**config.mk**
```make
export PLATFORM = sky130hd
export DESIGN_NAME = dma_controller_flat
export DESIGN_NICKNAME = d
export VERILOG_FILES = /design/src/rtl/dma_controller_pkg.sv /design/src/rtl/dma_controller_if.sv /design/src/rtl/dma_controller.sv /design/src/flat_wrapper.sv
export SDC_FILE = /design/constraint.sdc
export NUM_CORES = 1
export LEC_CHECK = 0
export BUFFER_PORTS_ARGS = -buffer_cell sky130_fd_sc_hd__buf_4
export CORE_AREA = 3 3 123 125
export DETAILED_ROUTE_END_ITERATION = 8
export DIE_AREA = 0 0 126 128
export PLACE_DENSITY = 0.75
export SETUP_SLACK_MARGIN = 0.5
export SKIP_LAST_GASP = 1
export SLEW_MARGIN = 20
export SYNTH_ARGS = -nofsm -noshare
export SYNTH_HDL_FRONTEND = slang
export SYNTH_SLANG_ARGS = --single-unit
```
**constraint.sdc**
```tcl
create_clock -name clk -period 2.1 [get_ports clk]
set_input_delay 0.21 -clock clk [delete_from_list [all_inputs] [get_ports clk]]
set_output_delay 0.21 -clock clk [all_outputs]
set_load 0.005 [all_outputs]
```
**src/rtl/dma_controller_pkg.sv**
```systemverilog
// ---------------------------------------------------------------------------
// dma_controller_pkg
// Shared definitions for the block DMA controller.
//   DEF_WORD_SIZE / DEF_BLOCK_SIZE : default address/length width and block width
//   BLOCK_WORDS                    : words carried by one device block
//   BLOCK_SHIFT                    : log2(BLOCK_WORDS), used for the ceil divide
//   state_e                        : controller state encoding (exported for debug)
// ---------------------------------------------------------------------------
package dma_controller_pkg;

  localparam int DEF_WORD_SIZE  = 16;
  localparam int DEF_BLOCK_SIZE = 64;
  localparam int BLOCK_WORDS    = 4;
  localparam int BLOCK_SHIFT    = $clog2(BLOCK_WORDS);

  typedef enum logic [2:0] {
    ST_IDLE    = 3'd0,
    ST_REQ     = 3'd1,
    ST_WRITE   = 3'd2,
    ST_RELEASE = 3'd3,
    ST_DONE    = 3'd4
  } state_e;

endpackage

```
**src/rtl/dma_controller_if.sv**
```systemverilog
// ---------------------------------------------------------------------------
// dma_controller_if
// Bundles every DMA-facing signal except clock and reset.
//   Command : cmd_valid, cmd_addr, cmd_length -> DMA ; cmd_ready <- DMA
//   Bus     : BR <- DMA ; BG -> DMA
//   Device  : offset <- DMA ; dev_data -> DMA
//   Memory  : mem_write_req, mem_addr, mem_wdata <- DMA ; mem_write_ack -> DMA
//   Status  : dma_end_interrupt, dbg_state <- DMA
// Modports: master = the DMA controller, slave = its environment.
//
// Handshakes:
//   cmd   - a command is taken on a rising edge where cmd_valid and cmd_ready
//           are both 1; cmd_valid while cmd_ready=0 is dropped, never queued.
//   bus   - BR asks for the bus; device data is consumed only on an edge
//           where BR=1 and BG=1.
//   mem   - mem_write_req with mem_addr/mem_wdata stays asserted and stable
//           until an edge samples mem_write_ack=1; that edge completes it.
// ---------------------------------------------------------------------------
interface dma_controller_if
  import dma_controller_pkg::*;
#(
  parameter int WORD_SIZE  = DEF_WORD_SIZE,
  parameter int BLOCK_SIZE = DEF_BLOCK_SIZE
);

  logic                  cmd_valid;
  logic [WORD_SIZE-1:0]  cmd_addr;
  logic [WORD_SIZE-1:0]  cmd_length;
  logic                  cmd_ready;
  logic                  BR;
  logic                  BG;
  logic [WORD_SIZE-1:0]  offset;
  logic [BLOCK_SIZE-1:0] dev_data;
  logic                  mem_write_req;
  logic [WORD_SIZE-1:0]  mem_addr;
  logic [BLOCK_SIZE-1:0] mem_wdata;
  logic                  mem_write_ack;
  logic                  dma_end_interrupt;
  state_e                dbg_state;

  modport master (
    input  cmd_valid, cmd_addr, cmd_length, BG, dev_data, mem_write_ack,
    output cmd_ready, BR, offset, mem_write_req, mem_addr, mem_wdata,
           dma_end_interrupt, dbg_state
  );

  modport slave (
    output cmd_valid, cmd_addr, cmd_length, BG, dev_data, mem_write_ack,
    input  cmd_ready, BR, offset, mem_write_req, mem_addr, mem_wdata,
           dma_end_interrupt, dbg_state
  );

endinterface

```
**src/rtl/dma_controller.sv**
```systemverilog
// ---------------------------------------------------------------------------
// dma_controller
// Moves cmd_length words (rounded up to whole 4-word blocks) from an external
// device into memory starting at cmd_addr, one block per bus grant.
//   clk      : single clock, rising edge
//   reset_n  : asynchronous active-low reset
//   bus      : dma_controller_if.master (command, BR/BG, device, memory,
//              completion interrupt, debug state)
// Build option:
//   DMA_CYCLE_STEAL_EN - release the bus (BR=0) for one cycle after every
//                        non-final block. Undefined: BR is held for the whole
//                        transfer (burst mode).
// ---------------------------------------------------------------------------
module dma_controller
  import dma_controller_pkg::*;
#(
  parameter int WORD_SIZE  = DEF_WORD_SIZE,
  parameter int BLOCK_SIZE = DEF_BLOCK_SIZE
) (
  input  logic             clk,
  input  logic             reset_n,
  dma_controller_if.master bus
);

  state_e                r_state;
  logic [WORD_SIZE-1:0]  r_base;
  logic [WORD_SIZE-1:0]  r_blocks_left;
  logic [WORD_SIZE-1:0]  r_offset;
  logic [BLOCK_SIZE-1:0] r_buffer;
  logic [WORD_SIZE-1:0]  r_mem_addr;
  logic                  r_br;
  logic                  r_mem_write_req;
  logic                  r_end_irq;

  // ceil(cmd_length / BLOCK_WORDS); one extra bit so length near 2^WORD_SIZE
  // does not overflow while rounding up.
  logic [WORD_SIZE:0]    w_len_round;
  logic [WORD_SIZE-1:0]  w_cmd_blocks;

  assign w_len_round  = {1'b0, bus.cmd_length} + (WORD_SIZE+1)'(BLOCK_WORDS - 1);
  assign w_cmd_blocks = WORD_SIZE'(w_len_round >> BLOCK_SHIFT);

  always_ff @(posedge clk or negedge reset_n) begin
    if (!reset_n) begin
      r_state         <= ST_IDLE;
      r_base          <= '0;
      r_blocks_left   <= '0;
      r_offset        <= '0;
      r_buffer        <= '0;
      r_mem_addr      <= '0;
      r_br            <= 1'b0;
      r_mem_write_req <= 1'b0;
      r_end_irq       <= 1'b0;
    end else begin
      r_end_irq <= 1'b0;
      case (r_state)
        ST_IDLE: begin
          if (bus.cmd_valid) begin
            r_base        <= bus.cmd_addr;
            r_blocks_left <= w_cmd_blocks;
            r_offset      <= '0;
            if (w_cmd_blocks == '0) begin
              r_state <= ST_DONE;
            end else begin
              r_state <= ST_REQ;
              r_br    <= 1'b1;
            end
          end
        end

        ST_REQ: begin
          // Without a grant nothing moves: offset held, buffer untouched.
          if (bus.BG) begin
            r_buffer        <= bus.dev_data;
            r_mem_addr      <= r_base + r_offset;
            r_mem_write_req <= 1'b1;
            r_state         <= ST_WRITE;
          end
        end

        ST_WRITE: begin
          // The block is already buffered, so BG is irrelevant here.
          if (bus.mem_write_ack) begin
            r_mem_write_req <= 1'b0;
            r_offset        <= r_offset + WORD_SIZE'(BLOCK_WORDS);
            r_blocks_left   <= r_blocks_left - WORD_SIZE'(1);
            if (r_blocks_left == WORD_SIZE'(1)) begin
              r_state <= ST_DONE;
              r_br    <= 1'b0;
            end else begin
`ifdef DMA_CYCLE_STEAL_EN
              r_state <= ST_RELEASE;
              r_br    <= 1'b0;
`else
              r_state <= ST_REQ;
`endif
            end
          end
        end

        ST_RELEASE: begin
          r_state <= ST_REQ;
          r_br    <= 1'b1;
        end

        ST_DONE: begin
          // Pulse is registered out of DONE, so it is seen the cycle after
          // DONE, two cycles after an accepted zero-length command.
          r_end_irq <= 1'b1;
          r_state   <= ST_IDLE;
        end

        default: begin
          r_state <= ST_IDLE;
          r_br    <= 1'b0;
        end
      endcase
    end
  end

  assign bus.cmd_ready         = (r_state == ST_IDLE);
  assign bus.BR                = r_br;
  assign bus.offset            = r_offset;
  assign bus.mem_write_req     = r_mem_write_req;
  assign bus.mem_addr          = r_mem_addr;
  assign bus.mem_wdata         = r_buffer;
  assign bus.dma_end_interrupt = r_end_irq;
  assign bus.dbg_state         = r_state;

endmodule

```
**src/flat_wrapper.sv**
```systemverilog
// flat-port wrapper written by rule: the top's interface ports become plain ports
module dma_controller_flat import dma_controller_pkg::*;
#(
  parameter int WORD_SIZE  = DEF_WORD_SIZE,
  parameter int BLOCK_SIZE = DEF_BLOCK_SIZE
)
  (clk, reset_n, bus_cmd_valid, bus_cmd_addr, bus_cmd_length, bus_BG, bus_dev_data, bus_mem_write_ack, bus_cmd_ready, bus_BR, bus_offset, bus_mem_write_req, bus_mem_addr, bus_mem_wdata, bus_dma_end_interrupt, bus_dbg_state);
  dma_controller_if #(.WORD_SIZE(WORD_SIZE), .BLOCK_SIZE(BLOCK_SIZE)) bus_i ();
  input  logic clk;
  input  logic reset_n;
  input wire logic [$bits(bus_i.cmd_valid)-1:0] bus_cmd_valid;
  input wire logic [$bits(bus_i.cmd_addr)-1:0] bus_cmd_addr;
  input wire logic [$bits(bus_i.cmd_length)-1:0] bus_cmd_length;
  input wire logic [$bits(bus_i.BG)-1:0] bus_BG;
  input wire logic [$bits(bus_i.dev_data)-1:0] bus_dev_data;
  input wire logic [$bits(bus_i.mem_write_ack)-1:0] bus_mem_write_ack;
  output wire logic [$bits(bus_i.cmd_ready)-1:0] bus_cmd_ready;
  output wire logic [$bits(bus_i.BR)-1:0] bus_BR;
  output wire logic [$bits(bus_i.offset)-1:0] bus_offset;
  output wire logic [$bits(bus_i.mem_write_req)-1:0] bus_mem_write_req;
  output wire logic [$bits(bus_i.mem_addr)-1:0] bus_mem_addr;
  output wire logic [$bits(bus_i.mem_wdata)-1:0] bus_mem_wdata;
  output wire logic [$bits(bus_i.dma_end_interrupt)-1:0] bus_dma_end_interrupt;
  output wire logic [$bits(bus_i.dbg_state)-1:0] bus_dbg_state;
  assign bus_i.cmd_valid = bus_cmd_valid;
  assign bus_i.cmd_addr = bus_cmd_addr;
  assign bus_i.cmd_length = bus_cmd_length;
  assign bus_i.BG = bus_BG;
  assign bus_i.dev_data = bus_dev_data;
  assign bus_i.mem_write_ack = bus_mem_write_ack;
  assign bus_cmd_ready = bus_i.cmd_ready;
  assign bus_BR = bus_i.BR;
  assign bus_offset = bus_i.offset;
  assign bus_mem_write_req = bus_i.mem_write_req;
  assign bus_mem_addr = bus_i.mem_addr;
  assign bus_mem_wdata = bus_i.mem_wdata;
  assign bus_dma_end_interrupt = bus_i.dma_end_interrupt;
  assign bus_dbg_state = bus_i.dbg_state;
  dma_controller #(.WORD_SIZE(WORD_SIZE), .BLOCK_SIZE(BLOCK_SIZE)) u_core (.clk(clk), .reset_n(reset_n), .bus(bus_i));
endmodule
```
======== After elaboration in Yosys (flattened, before gate mapping) ========
Index checks and enable logic that the tools add are counted.
word-level totals
  flip-flop bits (word level) ............. 134
  bits of input ports ..................... 101
  output and inout port bits .............. 103
cells by class
  $add $sub $neg .......................... 4
  eq/ne operators ......................... 10
  muxes and demuxes ....................... 21
  bitwise operators ....................... 1
  reductions and logical operators ........ 11
operators with widths
  cell                                                                  number
  16-bit two-way mux                                                    4
  16-bit one-hot mux with 2 select lines                                2
  16-bit by 2-bit adder with 17-bit output, second input constant       1
  16-bit adder                                                          1
  16-bit by 3-bit adder with 16-bit output, second input constant       1
  16-bit by 1-bit == test with 1-bit output, second input constant      1
  16-bit zero test                                                      1
  16-bit by 1-bit subtractor with 16-bit output, second input constant  1
  3-bit two-way mux                                                     5
  3-bit one-hot mux with 4 select lines                                 1
  3-bit AND reduction                                                   3
  2-bit != test, second input constant                                  4
  1-bit two-way mux                                                     7
  3-bit by 2-bit == test with 1-bit output, second input constant       2
  5-bit AND reduction                                                   1
  1-bit one-hot mux with 4 select lines                                 1
  2-bit AND reduction                                                   2
  2-bit nonzero test                                                    2
  3-bit by 1-bit == test with 1-bit output, second input constant       1
  3-bit == test, second input constant                                  1
  3-bit zero test                                                       1
  2-bit by 1-bit != test with 1-bit output, second input constant       1
  1-bit one-hot mux with 2 select lines                                 1
  2-bit OR reduction                                                    1
  1-bit inverter                                                        1

======== Depth between registers and ports, before layout ========
Gate-level depths: netlist of the first run.
  depth after elaboration ................. 5
  depth in mapped cells ................... 7

======== Worst setup path before layout of the first run ========
No wires, ideal clock.
  path kind ............................... reg-to-reg
  from .................................... reg u_core.r_offset[10] (netlist: u_core.bus.offset[10])
  to ...................................... reg u_core.r_mem_addr[12] (netlist: u_core.bus.mem_addr[12])
  setup time .............................. 0.125 ns
  arrival time ............................ 1.914 ns
  data required time ...................... 1.975 ns
  slack ................................... 0.060 ns
  cell stages (with the launch flop) ...... 7
  period minus slack after synthesis ...... 2.040 ns
  path through ............................ dfrtp_1 ha_1 a211o_1 or3_4 a41oi_2 xnor2_1 mux2_4
between the ends
  word-level cells in the longest chain between the ends .. 1
RTL lines
  what                      line                  RTL
  start: declaration        dma_controller.sv:28  logic [WORD_SIZE-1:0] r_offset;
  start signal: assignment  dma_controller.sv:85  r_offset <= r_offset + WORD_SIZE'(BLOCK_WORDS);
  16-bit adder              dma_controller.sv:75  r_mem_addr <= r_base + r_offset;
  end signal: assignment    dma_controller.sv:75
  end: declaration          dma_controller.sv:30  logic [WORD_SIZE-1:0] r_mem_addr;
No other way between the ends.
A chain may end at the register's enable or synchronous reset.

======== Final worst setup path of the first run ========
  from .................................... reg u_core.r_offset[5] (netlist: u_core.bus.offset[5])
  to ...................................... reg u_core.r_mem_addr[12] (netlist: u_core.bus.mem_addr[12])
Same word-level chain as after synthesis.

==> results of run 1 <==
==> cells in the final DEF, fill, tap and decap left out, types with 6 or more instances in the layout <==
cell type,Yosys,layout
a21oi_2,0,7
nand4_1,10,10
xor2_1,13,13
nor4_1,13,8
ha_4,0,14
dfrtp_1,132,118
o21ai_0,34,19
dfrtp_2,0,14
nand2_2,0,8
nor3_1,18,10
a21oi_1,16,9
o21ai_1,1,10
buf_12,0,6
buf_6,0,23
dlygate4sd3_1,0,79
nand3_1,20,13
xnor2_1,14,13
nand2_1,293,275
clkbuf_16,0,20
o21ai_2,0,6
buf_4,2,246
nand2_4,0,10
nor2_1,31,24
inv_1,11,9
==> path summary, 6_finish.rpt <==
| kind | start | endpoint | slack (ns) | cells after the start |
|---|---|---|---|---|
| min in group asynchronous | reset_n | u_core.bus.mem_addr[4] | 0.25 | 2 |
| max reg2reg | u_core.bus.offset[5] | u_core.bus.mem_addr[12] | 0.14 | 6 |
| min | bus_cmd_addr[7] | u_core.r_base[7] | 0.005 | 3 |
| min reg2reg | u_core.bus.mem_wdata[21] | u_core.bus.mem_wdata[21] | 0.47 | 2 |
| max in group asynchronous | reset_n | u_core.bus.mem_wdata[43] | 1.10 | 3 |
| max | u_core.bus.offset[5] | u_core.bus.mem_addr[12] | 0.14 | 6 |
==> where the power goes <==
group | switching [W] | internal [W]
Clock | 0.00122 | 0.00180
Combinational | 0.00319 | 0.00323
Sequential | 0.000910 | 0.00360
==> per-layer routing <==
metal	track usage [%]	up-vias	routed length, µm	part of all wire (%)
li1	-	3211	-	-
met1	33.7	3432	9540	38
met2	46.9	397	12700	50
met3	6.54	97	1840	7.3
met4	11.2	0	1100	4.4
met5	0	-	0	0
==> worst max-delay path, stage by stage, from the launching register on <==
cell,delay (ns)
dfrtp_2,0.41
ha_2,0.19
or3_1,0.41
a211o_2,0.31
a41oi_2,0.18
xnor2_1,0.09
mux2_4,0.25
==> sequential cells by signal, indices dropped and copies added, names as in the netlist <==
name,cells
u_core.bus.mem_write_req,1
u_core.r_base,16
u_core.bus.mem_addr,16
u_core.bus.offset,14
u_core.bus.dbg_state,3
u_core.r_blocks_left,16
u_core.bus.dma_end_interrupt,1
u_core.bus.BR,1
u_core.bus.mem_wdata,64
==> timing repair <==
action / 4_1_cts / 5_1_grt
buffers inserted: 29 / 17
gates resized for setup: 46 / 118
endpoints found under the hold margin: 111 / 0
pin swaps: 20 / 49
gates cloned: 2 / 4
hold buffers: 79 / 0
endpoints found under the setup margin: 57 / 62
==> layout make-up <==
type	count	area [µm²]	share of cell area, %
repair buffers	358	3110	28.3
inverters	11	41.3	0.376
multi-input cells	569	3690	33.6
well taps	180	225	2.05
clock buffers	19	443	4.04
clock inverters	13	151	1.38
flip-flops and latches	132	3320	30.3
==> logic make-up (layout without fill, tap and decap cells) <==
group | Yosys count | in the layout | share of synthesized area [%]
AND/OR/NAND/NOR | 420 | 420 | 28.1
flip-flops | 132 | 132 | 51.0
AO/OA/AOI/OAI | 99 | 99 | 10.1
buffers and inverters | 49 | 401 | 3.09
XOR/XNOR | 27 | 27 | 3.65
adder cells (fa/ha/maj) | 17 | 17 | 3.25
multiplexers | 4 | 4 | 0.715
other | 1 | 2 | 0.0579
==> metrics by stage <==
stage | instance area (µm²) | worst slack [ns] | util, % | hold WS [ns]
final | 11000 | 0.138 | 78.5 | 0.00492
after global routing | 11000 | 0.0843 | 78.5 | 0.00324
after floorplan | 6700 | 0.161 | - | -0.0856
after global placement | 8490 | 0.133 | 60.7 | 0.129
after CTS | 10300 | 0.163 | 73.5 | 0.000460
after detailed placement | 8490 | 0.108 | 60.7 | 0.131
==> flow_metrics.py, run 1 <==
metrics = {
    "status": {
        "outcome": "finished clean",
    },
    "timing": {
        "setup_violations": 0,
        "drv_slew": 0,
        "fin_crit_ns": 1.96,
        "rsz0062_at_grt": "yes",
        "fin_crit_sh_pct": 93.5,
        "max_freq_mhz": 510,
        "clock_skew_ns": 0.0108,
        "tns_ns": 0,
        "hold_viol": 0,
    },
    "die": {
        "coreArea_um2": 14000,
        "fp.dieW_um": 126,
        "start_util_pct": 46.3,
        "rows": 43,
        "design.die.area_um2": 16100,
        "ioPinCount": 204,
        "dieHeight_um": 128,
    },
    "synthesis": {
        "netlist_area_um2": 6480,
        "async_flop_share_pct": 100,
        "ys_ff_latch": 132,
        "ys.flop_type": "dfrtp_1",
        "synth_cell_type_count": 62,
        "synth_area_leader_cell": "dfrtp_1",
        "synth-edff-count": 0,
        "synth.avg_cell_area_um2": 8.65,
        "synth_top_area_share_pct": 51.0,
        "synth_common_cells": "293 x nand2_1, 132 x dfrtp_1, 34 x o21ai_0, 31 x nor2_1, 26 x clkbuf_1",
        "ys_warn_count": 0,
        "yosys-top-cells-area": "dfrtp_1 51%, nand2_1 17%, ha_1 3.1%",
        "synth.most_common_cell": "nand2_1",
        "synth_seq_area_share_pct": 51.0,
        "syn_inst": 749,
    },
    "grt": {
        "gr-total-overflow": 0,
        "grt_pass1_wl_um": 35600,
        "track_usage_pct": 27.5,
        "grt_pass1_vias": 7040,
        "grt_max_degree": 58,
        "antenna_found_initial": 0,
    },
    "critical_path": {
        "end_kind": "register",
        "cp_max_fo": 3,
        "worstPathRequired_ns": 2.42,
        "arrival_ns": 2.28,
        "start_kind": "register",
        "criticalPathCategory": "reg -> reg",
    },
    "min_path": {
        "min_path_type": "in -> reg",
    },
    "place": {
        "port_buffers": 201,
        "dp_hpwl_um": 13400,
        "post-place-cells": 1119,
        "gp_congestion": 0.893,
    },
    "layout": {
        "layout.cells.non_filler": 1282,
        "diodes": 0,
        "area_growth_pct": 69.4,
        "drive_gt1_share_pct": 39.4,
        "final_nets": 1206,
        "fillers": 836,
    },
    "routing": {
        "antenna_left": 0,
        "drcViolationCount": 0,
        "wl_per_cell_um": 19.6,
        "vias_per_cell": 5.57,
        "vias": 7137,
        "routed_wl_um": 25200,
        "drt_first_pass_iters": 7,
        "dr.first_iter.drc_count": 570,
    },
    "clocking": {
        "numClockSinks": 132,
        "cts_root_buf": "clkbuf_16",
        "clkTransAtPathRegs_ns": 0.06,
        "cts_made_buffers": 17,
        "cts.htree.levels": 4,
        "clock_path_buffers": 2,
        "cts_tree": "yes",
        "clkLatencyLatePin_ns": 0.43,
    },
    "run": {
        "maxCapViolCount": 0,
    },
    "power_and_ir_drop": {
        "total_power_w": 0.0139,
        "power.density_nw_per_um2": 1270,
        "p_leak_nw": 5.38,
        "ir_drop_v": 0.000621,
    },
}
Note: power is estimated with default switching activity, not from simulation.
==> run 2: changes to the inputs <==
--- a/config.mk
+++ b/config.mk
@@ -5,12 +5,13 @@
 export SDC_FILE = /design/constraint.sdc
 export NUM_CORES = 1
 export LEC_CHECK = 0
+export ABC_AREA = 1
 export BUFFER_PORTS_ARGS = -buffer_cell sky130_fd_sc_hd__buf_4
-export CORE_AREA = 3 3 123 125
+export CORE_AREA = 3 3 154 156
 export DETAILED_ROUTE_END_ITERATION = 8
-export DIE_AREA = 0 0 126 128
-export PLACE_DENSITY = 0.75
+export DIE_AREA = 0 0 157 159
 export SETUP_SLACK_MARGIN = 0.5
+export SKIP_CTS_REPAIR_TIMING = 1
 export SKIP_LAST_GASP = 1
 export SLEW_MARGIN = 20
 export SYNTH_ARGS = -nofsm -noshare
==> run 2 against run 1 <==
The flow now finishes with violations (negative hold slack). Sequential cell count unchanged. Combinational power grew 24%. Critical endpoint is now u_core.bus.mem_wdata[61]. Largest cell class unchanged. Non-clock buffer count decreased by 34. Die area grew 55%. Worst hold slack got worse by 0.011 ns.
==> flow_metrics.py, run 2 <==
metrics = {
    "synthesis": {
        "synth_top_family_by_area": "simple AND/OR/NAND/NOR gates",
        "synth.area.mux_share_pct": 0,
        "synth_common_cells": "382 x nand2_1, 132 x dfrtp_1, 64 x nor2_1, 56 x inv_1, 38 x nand3_1",
        "synth-xor-area-share_pct": 2.09,
        "synth_fa_ha_area_share_pct": 2.98,
        "synth_seq_area_share_pct": 49.2,
        "ys_ff_latch": 132,
        "async_flop_share_pct": 100,
        "synth-edff-count": 0,
        "syn_inst": 870,
        "synth-compound-area-share_pct": 7.65,
        "ys.flop_type": "dfrtp_1",
        "synth.avg_cell_area_um2": 7.71,
        "synth.most_common_cell": "nand2_1",
        "netlist_area_um2": 6710,
        "yosys-top-cells-area": "dfrtp_1 49%, nand2_1 21%, nor2_1 3.6%",
        "synth_cell_type_count": 43,
        "synth-simple-area-share_pct": 32.3,
        "synth_top_area_share_pct": 49.2,
        "synth_area_leader_cell": "dfrtp_1",
        "ys_warn_count": 0,
    },
    "timing": {
        "clock_skew_ns": 0.00756,
        "hold_viol": 8,
        "max_freq_mhz": 532,
        "tightest_slew_ns": 0.567,
        "fin_crit_ns": 1.88,
        "maxSlewHeadroom_pct": 62.2,
        "rsz0062_at_grt": "yes",
        "fin_hold_ws_ns": -0.00648,
        "drv_slew": 0,
        "fin_crit_sh_pct": 89.5,
        "tns_ns": 0,
        "setup_ws_ns": 0.221,
        "setup_violations": 0,
    },
    "critical_path": {
        "ff2ff_path_depth": 11,
        "criticalPathCategory": "reg -> reg",
        "crit_start": "u_core.bus.dbg_state[2]",
        "arrival_ns": 2.23,
        "path_buf_inv": 5,
        "cpLargestDelayFamily": "simple AND/OR/NAND/NOR gates",
        "cp_max_fo": 8,
        "cp_cell_sequence": "nor3_4 > inv_2 > or2_4 > o21ai_4 > nor3_4 > buf_6 > buf_8 > clkinv_8 > clkbuf_16 > nand2_2 > nand2_1",
        "crit_path_end": "u_core.bus.mem_wdata[61]",
        "timing.rr.start": "u_core.bus.dbg_state[2]",
        "r2r_setup_slack_ns": 0.22,
        "start_kind": "register",
        "cp_num_cells": 11,
        "cpPeakStageDelay_ns": 0.44,
        "worstPathRequired_ns": 2.45,
        "cpMostUsedCell": "nor3_4",
        "rr_endpoint": "u_core.bus.mem_wdata[61]",
        "end_kind": "register",
        "cp_slowest_cell": "dfrtp_2",
    },
    "layout": {
        "drive_gt1_share_pct": 41.5,
        "diodes": 0,
        "fillers": 2086,
        "final_common_cell": "nand2_1",
        "layout.cells.non_filler": 1485,
        "area_growth_pct": 67.7,
        "multi_input_area_um2": 3890,
        "largest_reg_flops": 64,
        "finish.utilization_pct": 50.0,
        "layout_common_cells": "269 x nand2_1, 247 x buf_4, 128 x dfrtp_1",
        "final_nets": 1304,
        "seq_area_um2": 3310,
    },
    "die": {
        "fp.dieW_um": 157,
        "dieHeight_um": 159,
        "coreArea_um2": 22500,
        "start_util_pct": 29.8,
        "ioPinCount": 204,
        "rows": 55,
        "design.die.area_um2": 25000,
    },
    "place": {
        "post-place-cells": 1361,
        "gp_congestion": 0.871,
        "dp_slack_ns": -0.144,
        "dp_hpwl_um": 15000,
        "port_buffers": 201,
    },
    "status": {
        "outcome": "finished with violations",
        "violations": "negative hold slack",
    },
    "power_and_ir_drop": {
        "p_comb_share_pct": 51.4,
        "p_leak_nw": 5.62,
        "seqPwrFrac_pct": 29.7,
        "power_switching_w": 0.00617,
        "ir_drop_v": 0.000627,
        "power.density_nw_per_um2": 1380,
        "clockPowerShare_pct": 18.9,
        "internal_power_w": 0.00935,
        "netSwitchingFraction_pct": 39.8,
    },
    "grt": {
        "track_usage_pct": 16.0,
        "grt_max_degree": 61,
        "gr-total-overflow": 0,
        "grt_pass1_vias": 6229,
        "antenna_found_initial": 0,
        "grt_pass1_wl_um": 32100,
    },
    "routing": {
        "antenna_left": 0,
        "vias": 6991,
        "drcViolationCount": 0,
        "vias_per_cell": 4.71,
        "routed_wl_um": 23200,
        "dr.first_iter.drc_count": 374,
        "drt_first_pass_iters": 5,
        "wl_per_cell_um": 15.6,
    },
    "clocking": {
        "clock_path_buffers": 2,
        "cts.htree.levels": 4,
        "cts_root_buf": "clkbuf_16",
        "numClockSinks": 132,
        "clkTransAtPathRegs_ns": 0.06,
        "cts_made_buffers": 17,
        "cts_tree": "yes",
        "clkLatencyLatePin_ns": 0.42,
    },
    "min_path": {
        "min_path_type": "in -> reg",
    },
    "run": {
        "maxCapViolCount": 0,
    },
}
==> run 2: cell count changes in the layout (fill, tap and decap cells not counted), moves of 8 or more <==
cell           delta
buf_6            -16
nand3_1          +22
nor2_1           +30
a21oi_1          +10
nand2_4          +30
xnor2_1           -9
dfrtp_2          -10
inv_1            +40
nor4_1            -8
dlygate4sd3_1    -29
dfrtp_1          +10
nand2_2          +64
==> run 2: power by group through the flow <==
stage	Sequential, W	Clock, W	Combinational (W)
floorplan	0.00435	0	0.00296
global route	0.00474	0.00311	0.00872
global placement	0.00433	0	0.00533
CTS	0.00432	0.00301	0.00544
finish	0.00461	0.00293	0.00798
detailed placement	0.00435	0	0.00542
==> run 2: worst min-delay path, delay by kind of cell <==
family | cells | cell delay [ns]
and+or+nand+nor | 2 | 0.09
buffers and inverters | 1 | 0.08
==> run 2: cells by family after synthesis <==
group	after synthesis
xor gates and xnor gates	16
AOI/OAI and AO/OA	88
DFF	132
and+or+nand+nor	528
other	1
buffers and inverters	89
adders and majority gates	16
==> run 2: final cells by class <==
class	count	area share, %
clock buffer	17	3.78
clock inverter	15	1.39
inverter	61	2.21
multi-input combinational	650	34.6
sequential	132	29.4
tap	285	3.17
timing repair buffer	324	25.3
timing repair inverter	1	0.145
==> run 2: worst min path at each step <==
stage | slack, ns | from | end | cells past startpoint
floorplan | -0.09 | reset_n | u_core.bus.BR | 0
global placement | 0.23 | reset_n | u_core.bus.mem_wdata[21] | 1
detailed placement | 0.23 | reset_n | u_core.r_base[14] | 1
CTS | -0.22 | reset_n | u_core.bus.offset[9] | 1
global route | 0.00007 | bus_dev_data[11] | u_core.bus.mem_wdata[11] | 3
finish | -0.006 | bus_dev_data[45] | u_core.bus.mem_wdata[45] | 3
==> run 2: metal layers <==
metal | global-route usage (%) | part of all wire (%)
met4 | 4.58 | 1.8
met3 | 3.67 | 5.2
met1 | 21.1 | 43
met5 | 0 | 0
met2 | 26.4 | 50
==> run 2: stage by stage <==
stage	instance area [µm²]	total power, W
after detailed placement	8790	0.00977
after global routing	11300	0.0166
after global placement	8790	0.00966
after floorplan	6820	0.00731
final	11300	0.0155
after CTS	9370	0.0128
